==> config.mk <==
export PLATFORM = sky130hd
export DESIGN_NAME = rx_char_fifo
export DESIGN_NICKNAME = d
export VERILOG_FILES = /design/src/rtl/rx_char_fifo.sv
export SDC_FILE = /design/constraint.sdc
export NUM_CORES = 1
export LEC_CHECK = 0
export CAP_MARGIN = 10
export CORE_MARGIN = 1
export CORE_UTILIZATION = 55
export CTS_BUF_LIST = sky130_fd_sc_hd__clkbuf_8
export CTS_CLUSTER_SIZE = 28
export DETAILED_ROUTE_END_ITERATION = 6
export GPL_TIMING_DRIVEN = 1
export MAX_ROUTING_LAYER = met4
export PLACE_DENSITY = 0.74
export SETUP_SLACK_MARGIN = 0.05
export SLEW_MARGIN = 20
export SYNTH_ARGS = -nofsm -noshare
export SYNTH_HDL_FRONTEND = slang
export SYNTH_SLANG_ARGS = --single-unit
export TNS_END_PERCENT = 10
==> constraint.sdc <==
create_clock -name clk -period 3.1 [get_ports clk]
set_clock_uncertainty 0.1 [all_clocks]
set_input_delay 0.465 -clock clk [delete_from_list [all_inputs] [get_ports clk]]
set_output_delay 0.465 -clock clk [all_outputs]
set_load 0.005 [all_outputs]
==> src/rtl/rx_char_fifo.sv <==
// rx_char_fifo: UART receive byte FIFO with rx_valid synchronizer, occupancy and sticky overflow.
// Define RX_FIFO_DROP_CNT_EN to add the saturating drop_cnt output.
module rx_char_fifo #(
    parameter int unsigned ADDR_W      = 4,
    parameter int unsigned SYNC_STAGES = 2
) (
    input  logic              clk,
    input  logic              reset,
    input  logic [7:0]        rx_data,
    input  logic              rx_valid,
    input  logic              rd_en,
    input  logic              clr_ovf,
    output logic [7:0]        rd_data,
    output logic              empty,
    output logic              full,
    output logic [ADDR_W:0]   count,
    output logic              overflow
`ifdef RX_FIFO_DROP_CNT_EN
    ,
    output logic [7:0]        drop_cnt
`endif
);

    localparam int unsigned     DEPTH    = 1 << ADDR_W;
    localparam logic [ADDR_W:0] FULL_CNT = (ADDR_W + 1)'(DEPTH);
    localparam logic [ADDR_W:0] CNT_ONE  = (ADDR_W + 1)'(1);
    localparam logic [ADDR_W-1:0] PTR_ONE = ADDR_W'(1);

    logic [7:0]             mem [DEPTH];
    logic [ADDR_W-1:0]      wr_ptr;
    logic [ADDR_W-1:0]      rd_ptr;
    logic [SYNC_STAGES-1:0] sync_q;
    logic                   hist_q;
    logic                   wr_pulse;
    logic                   do_wr;
    logic                   do_rd;
    logic                   drop;
    logic [ADDR_W:0]        count_next;

    assign wr_pulse = sync_q[SYNC_STAGES-1] & ~hist_q;
    assign do_rd    = rd_en & ~empty;
    // When full, a coincident pop frees the slot so the incoming byte is kept.
    assign do_wr    = wr_pulse & (~full | rd_en);
    assign drop     = wr_pulse & full & ~rd_en;

    always_comb begin
        count_next = count;
        unique case ({do_wr, do_rd})
            2'b10:   count_next = count + CNT_ONE;
            2'b01:   count_next = count - CNT_ONE;
            default: count_next = count;
        endcase
    end

    always_ff @(posedge clk) begin
        if (reset) begin
            sync_q   <= '0;
            hist_q   <= 1'b0;
            wr_ptr   <= '0;
            rd_ptr   <= '0;
            count    <= '0;
            empty    <= 1'b1;
            full     <= 1'b0;
            overflow <= 1'b0;
        end else begin
            sync_q <= {sync_q[SYNC_STAGES-2:0], rx_valid};
            hist_q <= sync_q[SYNC_STAGES-1];
            if (do_wr) wr_ptr <= wr_ptr + PTR_ONE;
            if (do_rd) rd_ptr <= rd_ptr + PTR_ONE;
            count <= count_next;
            empty <= (count_next == '0);
            full  <= (count_next == FULL_CNT);
            if (drop)
                overflow <= 1'b1;
            else if (clr_ovf)
                overflow <= 1'b0;
        end
    end

    always_ff @(posedge clk) begin
        if (do_wr && !reset)
            mem[wr_ptr] <= rx_data;
    end

    assign rd_data = empty ? 8'h00 : mem[rd_ptr];

`ifdef RX_FIFO_DROP_CNT_EN
    always_ff @(posedge clk) begin
        if (reset)
            drop_cnt <= '0;
        else if (clr_ovf)
            drop_cnt <= drop ? 8'd1 : 8'd0;
        else if (drop && drop_cnt != 8'hFF)
            drop_cnt <= drop_cnt + 8'd1;
    end
`endif

endmodule

==> summary.txt, run 1 <==
Job
  – MaxCap Viol Count: 0

Worst setup path
  – Critical path type: reg -> out
  – Worst Setup Start Kind: flop
  – Slowest cell on the critical path: mux4_2
  – Worst R2R Start: full$_SDFF_PP0_
  – Crit-path max FO: 5
  – CP arrival: between 2 and 2.5 ns
  – CP bufs+invs: 2
  – CP delay by family, top: multiplexers
  – Crit-path cells: buf_12 -> mux4_2 -> mux4_2 -> nor2b_4 -> clkdlybuf4s15_1
  – Most common cell on crit path: mux4_2
  – Required time worst endpoint: 2.53 ns
  – Critical Path Max Stage Delay: 0.55 ns
  – CP endpoint kind: primary output

Die
  – Die Span Y: 106.5 um
  – I/O pins: 29
  – Starting density of the core: between 50% and 60%
  – Die span in x: 106.5 um
  – Die area: 0.01134 mm2
  – Core footprint: between 0.01 and 0.015 mm2
  – # rows: 37

GRT
  – Total gr overflow: 0
  – First-pass GRT wire length: ~18 mm
  – Tot GR Track Use: about a quarter
  – Largest net degree at the start of global routing: 33
  – Antenna violations before repair: 0
  – Number of global-route vias before repair: approximately 3.2k

Synth
  – Number of synthesized flops with an enable pin: 128
  – Syn. warnings: 0
  – #FFs+latches synth: 151
  – Sequential-to-total area share from yosys stat: just over 70%
  – Yosys cell types: 37
  – Syn_area_per_cell: ~19 um2
  – Cell taking the most area after synthesis: edfxtp_1
  – Synth Cell Area: approximately 0.006 mm2
  – Fraction of registers with async set/reset: 0%
  – Top_reg_cell synth: edfxtp_1
  – Synth area leaders: edfxtp_1, mux4_2, dfxtp_1
  – Synth top area share: between 60 and 70%
  – Mapped Cells: between 300 and 400
  – Synthesized Nets: 341

Timing
  – Worst slew pin tran: between 0.6 and 0.7 ns
  – Setup tns final: 0 ns
  – Crit path time final: ~3.0 ns
  – Slew HR: approximately 60%
  – RSZ-0062 raised after global routing: yes
  – Part of the cycle the worst path needs: 96.48%
  – Final Setup Violations: 0
  – Peak Freq: ~330 MHz
  – Slew Viols, Final: 0
  – Hold Vio Cnt, Final: 0

Power and ir drop
  – Switching Share: ~22%
  – Pwr Total: between 0.004 and 0.005 W
  – Power per standard cell area: between 600 and 700 mW/mm2
  – Leak: roughly 2.4 nW
  – Psw: between 0.001 and 0.0015 W
  – Combinational power share: between 10% and 20%
  – Sequential share of power: 48.3%
  – Maximum VDD drop: 0.0003821 V
  – Int Power: 0.003678 W
  – Clk pwr share: a little over a third

Clocking
  – Cts bufs inserted: 17
  – CTS tree: done
  – # hold bufs at CTS: 0
  – Clk sinks: 151
  – Root buffer cell: clkbuf_8
  – Clock Pin Slew Worst Setup and Hold Paths: 0.07 ns
  – H-Tree Depth: 4
  – CTS Buffer Depth: 2
  – Insertion delay to the later sink of the worst-skew pair: ~0.43 ns

Detailed routing
  – 1st-iter DRT viols: ~220
  – First-pass DRT Iterations: 5
  – Vias after detailed routing: 3083
  – Post-DRT Antenna Nets: 0
  – Final routed DRC violation total: 0
  – Wire per inst: between 20 and 25 um
  – Vias per cell: slightly below 6
  – Routed WL: 11.80 mm

Finish
  – Design area: a little over 0.007 mm2
  – Share of cells above drive strength 1: between 20% and 30%
  – Ant diodes: 0
  – Synthesis-to-finish area growth: 19.33%
  – Final Non-Filler Cells: 529
  – Final core utilization: between 60 and 70%
  – Number of nets in the layout: between 400 and 500

Placed design
  – Port bufs: 28
  – Post-detail-place hpwl: 7.412 mm
  – Placed Cells incl. Taps: approximately 490
  – Final GP Congestion: about 0.84
  – Placed inst area: 0.006580 mm2

Min path
  – Hold path start: sync_q[0]$_SDFF_PP0_
  – Hold Path Class: reg -> reg

Outcome
  – Run status: finished clean
area by class of cell:
| cell class | count | area (um2) |
|---|---|---|
| Sequential cell | 151 | 4308 |
| Fill cell | 679 | 3294 |
| Multi-Input combinational cell | 149 | 1634 |
| Timing Repair Buffer | 58 | 591.8 |
| Clock buffer | 17 | 234.0 |
| Clock inverter | 14 | 215.2 |
| Tap cell | 136 | 170.2 |
| Inverter | 4 | 15.01 |
logic make-up (layout without fill, tap and decap cells):
family                     Yosys count  count (layout)  share of synthesized area (%)
and+or+nand+nor                     73              73                          6.332
buffers and inverters               20              93                          1.646
DFF                                151             151                          71.65
muxes                               44              44                          15.66
AOI/OAI and AO/OA                   13              13                          1.437
xor gates and xnor gates            11              11                          1.604
adders and majority gates            8               8                          1.666
synth_stat cells (3+ instances only):
cell type / number
buf_6: 3
clkbuf_1: 10
dfxtp_1: 23
edfxtp_1: 128
ha_1: 8
mux2i_1: 4
mux4_2: 40
nand2_1: 6
nand3b_1: 3
nor2_1: 34
nor2b_1: 16
xor2_1: 9
power by group through the flow:
| stage | clock network [W] | registers [W] | logic, W |
|---|---|---|---|
| floorplan | 0 | 0.00231 | 0.000398 |
| global placement | 0 | 0.00231 | 0.000612 |
| detailed placement | 0 | 0.00231 | 0.000630 |
| CTS | 0.00173 | 0.00228 | 0.000757 |
| global route | 0.00179 | 0.00228 | 0.000799 |
| finish | 0.00170 | 0.00228 | 0.000745 |
worst register-to-register path, delay by kind of cell, from the launching register on:
kind / cells / cell delay [ns]
simple gates: 4 / 0.77
fa+ha+maj: 2 / 0.46
xor+xnor: 2 / 0.36
flops: 1 / 0.32
mux: 1 / 0.23
compound gates: 1 / 0.15
buf+inv: 1 / 0.06
routing by layer:
metal  wire length (um)  global-route usage (%)
met2               5845                   36.64
met1               5060                   32.34
met3                741                   6.193
met5                  0                       -
met4                155                   8.415
per-stage QoR:
step	setup WS, ns	hold slack, ns
after floorplan	0.3077	0.3138
after global placement	0.1311	0.3224
after detailed placement	0.03320	0.3403
after CTS	0.01097	0.3464
after global routing	0.04280	0.3600
final	0.1093	0.3449
layout by cell type, fill, tap and decap left out, types with 5 or more instances in the layout:
cell type and instances:
xor2_1 9, mux4_2 40, bufinv_16 6, nor2b_1 12, dfxtp_1 22, clkbuf_8 17
clkdlybuf4s50_1 20, edfxtp_1 128, nand2_1 6, buf_4 21, clkbuf_2 7, ha_1 8
inv_1 5, nor2_1 34
state kept, by name (all words and copies together), names as in the netlist, named ones only:
register and count:
hist_q 1, sync_q 2, empty 1, wr_ptr 4, overflow 1, count 5
full 1, rd_ptr 4, mem 128
timing repair:
action	in CTS	in global routing
setup endpoints to repair	8	8
gates cloned	3	0
gates resized for setup	26	10
setup buffers	3	0
worst paths after layout:
kind | to | cells after the start | slack [ns]
max | rd_data[2] | 5 | 0.11
min | sync_q[1]$_SDFF_PP0_ | 1 | 0.34
max reg2reg | full$_SDFF_PP0_ | 11 | 0.56
min reg2reg | sync_q[1]$_SDFF_PP0_ | 1 | 0.34
(Power assumes the default switching activity.)
==> run 2, diff against run 1 <==
- RECOVER_POWER: not set -> 100
==> run 2 against run 1 <==
Compared with the run above: highest routed layer unchanged; via count rose by 0.16%; maximum frequency is essentially flat; sequential power about the same; critical path depth unchanged; worst setup slack lost 0.0021 ns; first-iteration DRC count is 14% higher; clock-buffer cell count unchanged; utilization shrank 1.1 points.
==> summary.txt, run 2 (synthesis gave the netlist of run 1 again) <==
Min path
  – Hold EP: sync_q[1]$_SDFF_PP0_
  – Hold path start: sync_q[0]$_SDFF_PP0_
  – Hold Path Class: reg -> reg
  – Worst hold stages: 1

Worst setup path
  – Worst R2R Start: full$_SDFF_PP0_
  – Reg2reg path depth: 11
  – Crit-path max FO: 5
  – Critical R2R Capture: full$_SDFF_PP0_
  – CP delay by family, top: multiplexers
  – CP endpoint kind: primary output
  – Critical path type: reg -> out
  – Slowest cell on the critical path: mux4_2
  – Most common cell on crit path: mux4_2
  – Required time worst endpoint: between 2 and 3 ns
  – Crit path depth: 5
  – CP bufs+invs: 2
  – Critical Path Max Stage Delay: between 0.5 and 0.6 ns
  – Worst Setup Start Kind: flop
  – Crit-path cells: buf_6 -> mux4_2 -> mux4_2 -> nor2b_4 -> clkdlybuf4s15_1
  – CP arrival: around 2.4 ns
  – Reg2reg setup slack: around 0.47 ns

GRT
  – Total gr overflow: 0
  – Largest net degree at the start of global routing: 33
  – Number of global-route vias before repair: approximately 3.2k
  – Tot GR Track Use: roughly 24%
  – First-pass GRT wire length: 18.46 mm
  – Antenna violations before repair: 0

Finish
  – Largest registers: mem: 128 flops, count: 5 flops
  – Commonest non-fill, non-tap cell in the layout: edfxtp_1
  – Number of nets in the layout: around 400
  – Max reg flops: 128
  – Synthesis-to-finish area growth: 17.43%
  – Ant diodes: 0
  – Largest register by flop count: mem
  – Layout filler cell count: ~700
  – Highest-count cells in the layout ignoring fill and taps: edfxtp_1, mux4_2, nor2_1, dfxtp_1, clkbuf_1
  – Share of cells above drive strength 1: ~23%
  – Final Non-Filler Cells: roughly 530

Detailed routing
  – Routed WL: around 12 mm
  – Vias per cell: about 5.8
  – Final routed DRC violation total: 0
  – Post-DRT Antenna Nets: 0
  – 1st-iter DRT viols: 253
  – First-pass DRT Iterations: 4
  – Wire per inst: 22.24 um
  – Vias after detailed routing: between 3k and 4k

Die
  – Core footprint: approximately 0.010 mm2
  – # rows: 37
  – I/O pins: 29
  – Die span in x: about 110 um
  – Die area: approximately 0.011 mm2
  – Starting density of the core: a little under three fifths
  – Die Span Y: about 110 um

Clocking
  – # hold bufs at CTS: 0
  – H-Tree Depth: 4
  – Clock Pin Slew Worst Setup and Hold Paths: roughly 0.070 ns
  – Root buffer cell: clkbuf_8
  – CTS Buffer Depth: 2
  – Cts bufs inserted: 17
  – CTS tree: done
  – Clk sinks: between 150 and 200
  – Insertion delay to the later sink of the worst-skew pair: 0.43 ns

Placed design
  – Placed Cells incl. Taps: 492
  – Port bufs: 28
  – Post-detail-place hpwl: 7.412 mm
  – Final GP Congestion: about 0.84

Power and ir drop
  – Sequential share of power: between 40 and 50%
  – Power per standard cell area: around 660 mW/mm2
  – Maximum VDD drop: around 0.00038 V
  – Clk pwr share: 36.3%
  – Switching Share: ~22%
  – Int Power: about 0.0036 W
  – Pwr Total: around 0.0047 W
  – Leak: ~2.3 nW
  – Combinational power share: approximately 15%
  – Psw: around 0.0010 W

Timing
  – Slew HR: 51.74%
  – Part of the cycle the worst path needs: about 97%
  – Final Setup Violations: 0
  – Worst slew pin tran: between 0.7 and 0.8 ns
  – Crit path time final: approximately 3 ns
  – Slew Viols, Final: 0
  – RSZ-0062 raised after global routing: yes
  – Setup tns final: 0 ns
  – Peak Freq: about 330 MHz
  – Hold Vio Cnt, Final: 0
  – Hold_ws: approximately 0.34 ns

Job
  – MaxCap Viol Count: 0

Outcome
  – Run status: finished clean
run 2: layout make-up:
type,count,area (um2),share of cell area (%)
Clock inverter,14,215.2,3.051
Timing Repair Buffer,58,483.0,6.846
Sequential cell,151,4308,61.07
Tap cell,136,170.2,2.412
Inverter,4,15.01,0.2128
Multi-Input combinational cell,149,1629,23.09
Clock buffer,17,234.0,3.317
run 2: per-layer routing:
| layer | up-vias | routed length, um | track usage, % |
|---|---|---|---|
| li1 | 1378 | - | - |
| met1 | 1585 | 5088 | 32.34 |
| met2 | 111 | 5784 | 36.64 |
| met3 | 14 | 720 | 6.193 |
| met4 | 0 | 174 | 8.415 |
| met5 | - | 0 | - |
run 2: worst max-delay path by stage:
| stage | from | endpoint | slack [ns] |
|---|---|---|---|
| finish | flop | rd_data[2] | 0.11 |
| detailed placement | rd_en | full$_SDFF_PP0_ | 0.03 |
| global placement | rd_en | full$_SDFF_PP0_ | 0.13 |
| CTS | flop | rd_data[2] | 0.01 |
| floorplan | rd_en | full$_SDFF_PP0_ | 0.31 |
| global route | flop | rd_data[3] | 0.03 |
run 2: timing repair:
action                                 4_1_cts  5_1_grt
endpoints found under the hold margin        0        0
setup buffers                                3        0
gates resized for setup                     26       10
pin swaps                                    0        0
setup endpoints to repair                    8        8
gates cloned                                 3        0
run 2: power by group through the flow:
stage,combinational (W),sequential (W),clock (W)
2_1_floorplan,0.000398,0.00231,0
3_5_place_dp,0.000630,0.00231,0
3_3_place_gp,0.000612,0.00231,0
6_report,0.000703,0.00227,0.00170
5_1_grt,0.000758,0.00228,0.00179
4_1_cts,0.000757,0.00228,0.00173
run 2: metrics by stage:
stage / util (%) / setup slack (ns) / instance area [um2]
global placement: 62.89 / 0.1311 / 6580
detailed placement: 62.89 / 0.03320 / 6580
finish: 67.42 / 0.1072 / 7054
CTS: 68.76 / 0.01097 / 7194
global route: 67.42 / 0.03336 / 7054
floorplan: - / 0.3077 / 6007
==> RTL edit, RTL diff (settings of run 2) <==
Add a define of `RX_FIFO_DROP_CNT_EN`.
--- a/src/rtl/rx_char_fifo.sv
+++ b/src/rtl/rx_char_fifo.sv
@@ -2,2 +2,4 @@
 // Define RX_FIFO_DROP_CNT_EN to add the saturating drop_cnt output.
+`define RX_FIFO_DROP_CNT_EN
+
 module rx_char_fifo #(
Check against the original RTL (old outputs only; new: drop_cnt): equivalent (equiv_simple and equiv_induct, registers matched by name and starting in step).
==> RTL edit against run 2 <==
- area after synthesis rose by 6.3%
- setup slack got worse by 29 ps
- wire length increased by 2.5%
- sequential cell count grew 8
- design area up 7.2%
- utilization increased by 0.84 points
- global-route usage fell by 0.62 points
- total power hardly changed
- register-to-register slack improved by 60 ps
- critical path type unchanged
- largest cell class unchanged
==> RTL edit: results (changes against run 2) <==
stage,metric,value,unit,change
route,Detailed Route Iter0 Violations,244,,-3.6%
outcome,status,finished clean,,
placed_design,DP Worst Slack,61.9,ps,+28.7 ps
global_route,GRT met3 Usage,6.28,%,+0.091 points
logic_synthesis,top post-synthesis cells by count,"edfxtp_1 (128), nor2_1 (43), mux4_2 (40)",,
finish,Signal buffers,75,,+29%
worst_setup_path,crit path DAT,2460,ps,+30 ps
route,WL met2,6200,µm,+7.3%
placed_design,IO buf count,36,,+29%
logic_synthesis,Yosys reg bits,159,,+5.3%
cts,post-CTS resize count,35,,+35%
finish,fill cell count,747,,+5.2%
placed_design,Final Wtd Congestion,0.776,,-8.1%
finish,registers with the most flip-flops,"mem (128), drop_cnt (8), count (5)",,
finish,Layout clock area frac,5.44,%,-0.92 points
logic_synthesis,Synthesized Nets,388,,+14%
finish,Final Instance Area,7560,µm²,+7.2%
logic_synthesis,"top cells by area, synth","edfxtp_1 (60%), mux4_2 (14%), dfxtp_1 (9.7%)",,
placed_design,DP HPWL,7670,µm,+3.5%
logic_synthesis,Synth Instances,366,,+14%
global_route,gr usage total,23.6,%,-0.62 points
power,total power,0.00467,W,about the same
power,Logic power comb,0.000763,W,+8.5%
placed_design,Post-Place Cells,549,,+12%
route,met3 WL,796,µm,+11%
power,Worst VDD drop,0.000321,V,-16%
finish,multi-input gates,183,,+23%
[RTL edit: worst paths after layout]
check / cells past startpoint / startpoint / end / slack (ps)
setup / recovery: 7 / register / rd_data[2] / 80
setup reg to reg: 11 / full$_SDFF_PP0_ / full$_SDFF_PP0_ / 530
hold reg to reg: 1 / sync_q[0]$_SDFF_PP0_ / sync_q[1]$_SDFF_PP0_ / 350
hold / removal: 1 / sync_q[0]$_SDFF_PP0_ / sync_q[1]$_SDFF_PP0_ / 350
[RTL edit: logic make-up after synthesis]
| kind of cell | after synthesis | synth area share [%] |
|---|---|---|
| flops | 159 | 69.9 |
| simple gates | 94 | 7.56 |
| mux | 45 | 14.9 |
| buf+inv | 24 | 1.78 |
| compound gates | 20 | 2.02 |
| xor+xnor | 15 | 2.06 |
| fa+ha+maj | 9 | 1.76 |
[RTL edit: critical path, stage by stage (launching register included)]
cell and delay, ps:
dfxtp_4 410, buf_6 120, buf_12 120, buf_4 110, mux4_2 480, mux4_2 500
nor2b_4 150, buf_2 120
